## config.mk

```make
export PLATFORM = sky130hd
export DESIGN_NAME = serial_addsub
export DESIGN_NICKNAME = d
export VERILOG_FILES = /design/src/rtl/serial_addsub.sv
export SDC_FILE = /design/constraint.sdc
export NUM_CORES = 1
export LEC_CHECK = 0
export BUFFER_PORTS_ARGS = -buffer_cell sky130_fd_sc_hd__buf_2
export CORE_UTILIZATION = 45
export CTS_CLUSTER_SIZE = 14
export DETAILED_ROUTE_END_ITERATION = 12
export PLACE_DENSITY = 0.82
export SYNTH_ARGS = -nofsm -noshare
export SYNTH_HDL_FRONTEND = slang
export SYNTH_SLANG_ARGS = --single-unit
```

## constraint.sdc

```tcl
create_clock -name clk -period 1.2 [get_ports clk]
set_input_delay 0.18 -clock clk [delete_from_list [all_inputs] [get_ports clk]]
set_output_delay 0.18 -clock clk [all_outputs]
set_load 0.005 [all_outputs]
```

## src/rtl/serial_addsub.sv

```systemverilog
// Bit-serial adder/subtractor: one bit pair per clock, LSB first, result latched at completion.
// Optional overflow flag enabled by defining SERIAL_ADDSUB_OVF_EN.
module serial_addsub #(
  parameter int WIDTH = 4
) (
  input  logic             clk,
  input  logic             rst_n,
  input  logic             start,
  input  logic [WIDTH-1:0] A,
  input  logic [WIDTH-1:0] B,
  input  logic             C,
  output logic             busy,
  output logic             done,
  output logic [WIDTH-1:0] S,
  output logic             Cout,
  output logic             V
);

  localparam int CNT_W = (WIDTH > 2) ? $clog2(WIDTH) : 1;
  localparam logic [CNT_W-1:0] LAST_CNT = CNT_W'(WIDTH - 1);

  typedef enum logic {
    IDLE = 1'b0,
    RUN  = 1'b1
  } state_t;

  function automatic logic maj3(input logic x, input logic y, input logic z);
    maj3 = (x & y) | (x & z) | (y & z);
  endfunction

  state_t           state_r;
  state_t           state_s;
  // acc_r shifts operand A out of the LSB while sum bits enter at the MSB
  logic [WIDTH-1:0] acc_r;
  logic [WIDTH-1:0] b_r;
  logic             carry_r;
  logic [CNT_W-1:0] cnt_r;
  logic [WIDTH-1:0] s_r;
  logic             cout_r;
  logic             done_r;
  logic             sum_bit_s;
  logic             carry_nxt_s;
  logic             last_s;

  assign sum_bit_s   = acc_r[0] ^ b_r[0] ^ carry_r;
  assign carry_nxt_s = maj3(acc_r[0], b_r[0], carry_r);
  assign last_s      = (cnt_r == LAST_CNT);

  // Next-state logic for the IDLE/RUN controller
  always_comb begin
    state_s = state_r;
    case (state_r)
      IDLE: begin
        if (start) begin
          state_s = RUN;
        end else begin
          state_s = IDLE;
        end
      end
      RUN: begin
        if (last_s) begin
          state_s = IDLE;
        end else begin
          state_s = RUN;
        end
      end
      default: state_s = IDLE;
    endcase
  end

  // State register
  always_ff @(posedge clk or negedge rst_n) begin
    if (!rst_n) begin
      state_r <= IDLE;
    end else begin
      state_r <= state_s;
    end
  end

  // Operand capture, serial datapath and result latching
  always_ff @(posedge clk or negedge rst_n) begin
    if (!rst_n) begin
      acc_r   <= {WIDTH{1'b0}};
      b_r     <= {WIDTH{1'b0}};
      carry_r <= 1'b0;
      cnt_r   <= {CNT_W{1'b0}};
      s_r     <= {WIDTH{1'b0}};
      cout_r  <= 1'b0;
      done_r  <= 1'b0;
    end else begin
      done_r <= 1'b0;
      case (state_r)
        IDLE: begin
          if (start) begin
            // Subtraction is A + ~B + 1: invert B and seed the carry with C
            acc_r   <= A;
            b_r     <= B ^ {WIDTH{C}};
            carry_r <= C;
            cnt_r   <= {CNT_W{1'b0}};
          end
        end
        RUN: begin
          acc_r   <= {sum_bit_s, acc_r[WIDTH-1:1]};
          b_r     <= {1'b0, b_r[WIDTH-1:1]};
          carry_r <= carry_nxt_s;
          cnt_r   <= cnt_r + CNT_W'(1);
          if (last_s) begin
            s_r    <= {sum_bit_s, acc_r[WIDTH-1:1]};
            cout_r <= carry_nxt_s;
            done_r <= 1'b1;
          end
        end
        default: begin
          done_r <= 1'b0;
        end
      endcase
    end
  end

`ifdef SERIAL_ADDSUB_OVF_EN
  logic v_r;

  // Overflow: on the final edge carry_r is the carry into the MSB
  always_ff @(posedge clk or negedge rst_n) begin
    if (!rst_n) begin
      v_r <= 1'b0;
    end else if ((state_r == RUN) && last_s) begin
      v_r <= carry_r ^ carry_nxt_s;
    end else begin
      v_r <= v_r;
    end
  end

  assign V = v_r;
`else
  assign V = 1'b0;
`endif

  assign busy = (state_r == RUN);
  assign done = done_r;
  assign S    = s_r;
  assign Cout = cout_r;

endmodule

```

==> flow_summary.toml, run 1 <==
[clock_network]
cts.path.max_buffers = 2
h-tree-depth = 1
cts_tree = "done"
path_clk_slew_ps = 90
clock-sinks = 18
worstSkewPairLatency_ps = 290
cts_buffers = 3
cts-root-buf = "clkbuf_4"

[worst_setup_path]
path_cells = "fa_2 -> mux2_2"
crit_buf_inv = 0
critical-path-max-stage-delay_ps = 490
crit_path_start_kind = "flip-flop"
crit_path_max_fanout = 2
worst-path-stages = 2
arrival_ps = 1460
rr_worst_depth = 2
crit_slowest_cell = "fa_2"
cpLargestDelayFamily = "adder cells"
worst-setup-path-type = "reg2reg"
worst_ep_required_time_ps = 1380
worstSetupEndpointType = "flip-flop"

[global_routing]
grt_pass1_vias = 569
grt_overflow_total = 0
grt_util_met3_pct = 2.40
antenna_found_initial = 0
busiest_layer = "met2"
grt_max_degree = 19
grt_first_pass_wirelength_um = 2510
grtUsageTotal_pct = 18.0
met2_usage_pct = 30.3
grt_use_met1_pct = 22.8

[yosys]
yosysUniqueCellTypes = 20
synth_edf_count = 0
syn_avg_cell_area_um2 = 11.8
synth_most_common_cell = "dfrtp_1"
synth_ff_type = "dfrtp_1"
yosysTopAreaCellShare_pct = 54.5
async_reset_ff_share_pct = 100
synth.top_cells.by_count = "dfrtp_1 (18), nand2_1 (9), o21ai_0 (7)"
synth_seq_area_share_pct = 54.5
synth_top_area_cell = "dfrtp_1"
synth_area_leaders = "dfrtp_1 (55%), mux2_2 (6.8%), mux2i_1 (6.1%), o21ai_0 (4.2%), xnor2_1 (4.2%)"
synth_cells = 70
yosys_warnings = 0
ys_ff_latch = 18
synth.cell_area_um2 = 826
syn-num-nets = 84

[sta]
finalSetupViolations = 3
drv_slew = 0
finClkSkew_ps = 0.929
finalCritPeriodShare_pct = 106
worst_slack_ps = -77.3
max_freq_ghz = 0.783
hold_viol_final = 0
timing.final.crit_period_ps = 1280
rsz0062_at_grt = "true"

[layout]
finalNetCount = 113
antenna_cells = 0
fillCellCount = 150
areaGrowthSynthToFinish_pct = 27.9
drive_gt1_share_pct = 43.3
multi_input_area_um2 = 354
finalNonFillerCells = 122
seq_area_um2 = 452

[drt]
wl_per_cell_um = 12.9
wl_um = 1570
first_pass_iters = 4
drt-initial-drc-count = 4
drc = 0
avgViaCountPerCell = 4.80
ant_nets = 0
vias = 586

[floorplan]
die_x_um = 44.8
die_h_um = 44.8
core_area_um2 = 1730
row_count = 15
io_pins = 20
initial_utilization_pct = 47.8
die_area_um2 = 2010

[place]
dp_hpwl_um = 1070
port_buffers = 18
dp_cells = 113
gp_congestion = 0.696

[power_and_ir_drop]
p_per_area_nw_per_um2 = 2390
irDropWorstVdd_uv = 1030
leakagePower_nw = 0.523
power_w = 0.00253

[status]
violations = "setup timing"
status = "complete, but fails checks"

[job]
cap_violations = 0

[worst_hold_path]
worst_hold_path_type = "in2reg"
holdPathStages = 3
## through the flow
| stage | setup WS (ps) | instance area, um2 | utilization (%) | hold WS, ps | TNS [ps] |
|---|---|---|---|---|---|
| after global placement | -82.3 | 951 | 55.1 | 122 | -188 |
| final | -77.3 | 1060 | 61.2 | 162 | -87.3 |
| after CTS | -82.9 | 1030 | 59.4 | 162 | -102 |
| after floorplan | -38.7 | 826 | - | -116 | -38.7 |
| after detailed placement | -90.5 | 951 | 55.1 | 128 | -348 |
| after global routing | -116 | 1060 | 61.2 | 177 | -213 |
## registers in the layout, indices dropped and copies added, names as in the netlist
register / count
busy: 1
b_r: 4
cnt_r: 2
acc_r: 4
S: 4
Cout: 1
done: 1
carry_r: 1
## placed cells by master, fill, tap and decap left out, drive strengths merged
master and instances:
inv 2, nand2b 1, fa 1, ha 1, mux2 5, nand2 9, or3b 4, a22o 1
dlygate4sd3 1, a211oi 1, mux2i 5, xnor2 4, conb 1, clkbuf 3, nor2 2, o211ai 3
o21ai 7, dfrtp 18, buf 28
## tightest hold or removal path: stages
cell and delay (ps):
buf_2 80, mux2i_1 50, o21ai_1 110
## power breakdown
group | total (W) | leakage [nW] | switching [W] | internal [W]
logic | 0.00115 | 0.286 | 0.000463 | 0.000683
clock network | 0.000292 | 0.0138 | 0.000175 | 0.000117
registers | 0.00109 | 0.223 | 0.000195 | 0.000893
## worst paths after layout
kind,slack [ps],startpoint,to
min,160,A[3],acc_r[3]$_DFFE_PN0P_
max reg2reg,-80,acc_r[0]$_DFFE_PN0P_,S[3]$_DFFE_PN0P_
max,-80,acc_r[0]$_DFFE_PN0P_,S[3]$_DFFE_PN0P_
max in group asynchronous,540,rst_n,busy$_DFF_PN0_
min in group asynchronous,350,rst_n,carry_r$_DFFE_PN0P_
min reg2reg,510,b_r[1]$_DFFE_PN0P_,b_r[0]$_DFFE_PN0P_
## layout make-up
cell class	instances	area share (%)
Sequential cell	18	42.8
Clock buffer	3	2.13
Timing Repair Buffer	29	17.9
Inverter	2	0.711
Tap cell	25	2.96
Multi-Input combinational cell	45	33.5
## repair_timing
item / CTS / global route
resized for setup: 12 / 0
hold buffers: 1 / 0
setup endpoints to repair: 8 / 5
setup buffers: 1 / 4
endpoints found under the hold margin: 18 / 0
cloned: 0 / 0
## logic make-up after synthesis
kind of cell | Yosys count | synth area share [%]
flip-flops | 18 | 54.5
multiplexers | 10 | 12.9
adder cells (fa/ha/maj) | 2 | 3.94
AO/OA/AOI/OAI | 12 | 8.94
AND/OR/NAND/NOR | 16 | 10.0
buffers and inverters | 7 | 5.00
other | 1 | 0.454
XOR/XNOR | 4 | 4.24
## per-layer routing
layer  vias up  part of all wire (%)
met2        14                    50
li1        290                     -
met5         -                     0
met4         0                   1.8
met3         4                   2.4
met1       278                    45
No activity file was read; power rests on OpenSTA's default activity.
==> run 2: changes to the inputs <==
--- a/config.mk
+++ b/config.mk
@@ -7,8 +7,9 @@
 export LEC_CHECK = 0
 export BUFFER_PORTS_ARGS = -buffer_cell sky130_fd_sc_hd__buf_2
+export CAP_MARGIN = 0
 export CORE_UTILIZATION = 45
 export CTS_CLUSTER_SIZE = 14
 export DETAILED_ROUTE_END_ITERATION = 12
-export PLACE_DENSITY = 0.82
+export PLACE_DENSITY = 0.77
 export SYNTH_ARGS = -nofsm -noshare
 export SYNTH_HDL_FRONTEND = slang
==> constraint.sdc (replaced) <==
create_clock -name clk -period 1.2 [get_ports clk]
set_input_delay 0.18 -clock clk [delete_from_list [all_inputs] [get_ports clk]]
set_output_delay 0.18 -clock clk [all_outputs]
set_load 0.02 [all_outputs]
==> flow_summary.toml, run 2 (synthesis results as in run 1) <==
[sta]
worst_slack_ps = -66.5
finalSetupViolations = 1
rsz0062_at_grt = "true"
finClkSkew_ps = 1.13
finalCritPeriodShare_pct = 106
max_freq_ghz = 0.790
hold_viol_final = 0
finalSetupTns_ps = -66.5
timing.final.crit_period_ps = 1270
drv_slew = 0

[worst_setup_path]
crit_path_max_fanout = 2
worstSetupEndpointType = "flip-flop"
crit_path_start_kind = "flip-flop"
critical-path-max-stage-delay_ps = 480
path_cells = "fa_2 -> mux2_2"
arrival_ps = 1440
crit_buf_inv = 0
crit_slowest_cell = "fa_2"
worst-setup-path-type = "reg2reg"
worst_ep_required_time_ps = 1380
cpLargestDelayFamily = "adder cells"

[power_and_ir_drop]
p_per_area_nw_per_um2 = 2460
irDropWorstVdd_uv = 1240
leakagePower_nw = 0.504
pwr-share-comb_pct = 43.5
internal_power_w = 0.00164
power.switching_w = 0.000894
pwr-share-clk_pct = 14.2
power_frac_seq_pct = 42.3
swShare_pct = 35.3

[place]
dp_hpwl_um = 949
gp_congestion = 0.771
dp_cells = 113
port_buffers = 18

[layout]
areaGrowthSynthToFinish_pct = 24.7
utilization_pct = 59.6
finalNetCount = 110
antenna_cells = 0
final_common_cell = "buf_2"
fillCellCount = 138
final_cell_mix = "buf_2 (18), dfrtp_1 (17), nand2_1 (8)"
finalNonFillerCells = 120
drive_gt1_share_pct = 42.1

[floorplan]
core_area_um2 = 1730
die_x_um = 44.8
die_h_um = 44.8
row_count = 15
die_area_um2 = 2010
initial_utilization_pct = 47.8
io_pins = 20

[clock_network]
clock-sinks = 18
worstSkewPairLatency_ps = 280
cts.path.max_buffers = 2
cts-root-buf = "clkbuf_4"
path_clk_slew_ps = 100
cts_tree = "done"
cts_buffers = 3
h-tree-depth = 1

[global_routing]
grt_pass1_vias = 568
grtUsageTotal_pct = 16.1
grt_overflow_total = 0
grt_max_degree = 19
antenna_found_initial = 0
grt_first_pass_wirelength_um = 2280

[drt]
first_pass_iters = 4
ant_nets = 0
wl_um = 1330
drt-initial-drc-count = 12
vias = 575
wl_per_cell_um = 11.1
drc = 0
avgViaCountPerCell = 4.79

[job]
cap_violations = 0

[worst_hold_path]
worst_hold_path_type = "in2reg"

[status]
violations = "setup timing"
status = "complete, but fails checks"
-- run 2: layer usage --
layer	routed length, um	GRT usage, %	up-vias
met2	681	26.8	6
met5	0	0	-
met3	21	3.60	2
met1	603	18.9	279
met4	19	9.70	0
li1	-	-	288
-- run 2: power by group through the flow --
stage | clock network [W] | registers [W] | logic, W
after detailed placement | 0 | 0.00108 | 0.00101
after global placement | 0 | 0.00107 | 0.000986
after CTS | 0.000369 | 0.00107 | 0.00106
after global routing | 0.000391 | 0.00112 | 0.00123
final | 0.000360 | 0.00107 | 0.00110
after floorplan | 0 | 0.00118 | 0.000546
-- run 2: worst paths after layout --
kind,from,to,slack (ps),cells past startpoint
worst max-delay path,acc_r[0]$_DFFE_PN0P_,S[3]$_DFFE_PN0P_,-70,2
worst min-delay path,A[3],acc_r[3]$_DFFE_PN0P_,180,3
worst max register to register,acc_r[0]$_DFFE_PN0P_,S[3]$_DFFE_PN0P_,-70,2
worst min register to register,b_r[2]$_DFFE_PN0P_,b_r[1]$_DFFE_PN0P_,510,2
max in group asynchronous,rst_n,busy$_DFF_PN0_,570,2
min in group asynchronous,rst_n,done$_DFF_PN0_,340,2
-- run 2: metrics by stage --
| step | worst slack, ps | hold WS [ps] | total power [W] | instance area, um2 |
|---|---|---|---|---|
| 4_1_cts | -69.3 | 181 | 0.00250 | 1010 |
| 5_1_grt | -97.1 | 184 | 0.00274 | 1030 |
| 3_3_place_gp | -79.7 | 123 | 0.00205 | 951 |
| 6_report | -66.5 | 177 | 0.00253 | 1030 |
| 2_1_floorplan | -38.7 | -116 | 0.00172 | 826 |
| 3_5_place_dp | -91.0 | 124 | 0.00209 | 951 |
-- run 2: area by class of cell --
cell class,count,area [um2],area share (%)
Clock buffer,4,36.3,3.52
Inverter,2,7.51,0.729
Multi-Input combinational cell,45,347,33.7
Sequential cell,18,452,43.9
Tap cell,25,31.3,3.04
Timing Repair Buffer,26,156,15.2
-- run 2: worst min-delay path, cell delays in order --
cell and delay [ps]:
buf_2 80, mux2i_1 60, o21ai_1 110
-- run 2: what timing repair did --
| item | CTS | global route |
|---|---|---|
| endpoints found under the setup margin | 5 | 8 |
| hold endpoints to repair | 18 | 0 |
| pin swaps | 1 | 4 |
| cloned | 0 | 0 |
| gates resized for setup | 4 | 4 |
| setup buffers | 1 | 1 |
| hold buffers | 1 | 0 |
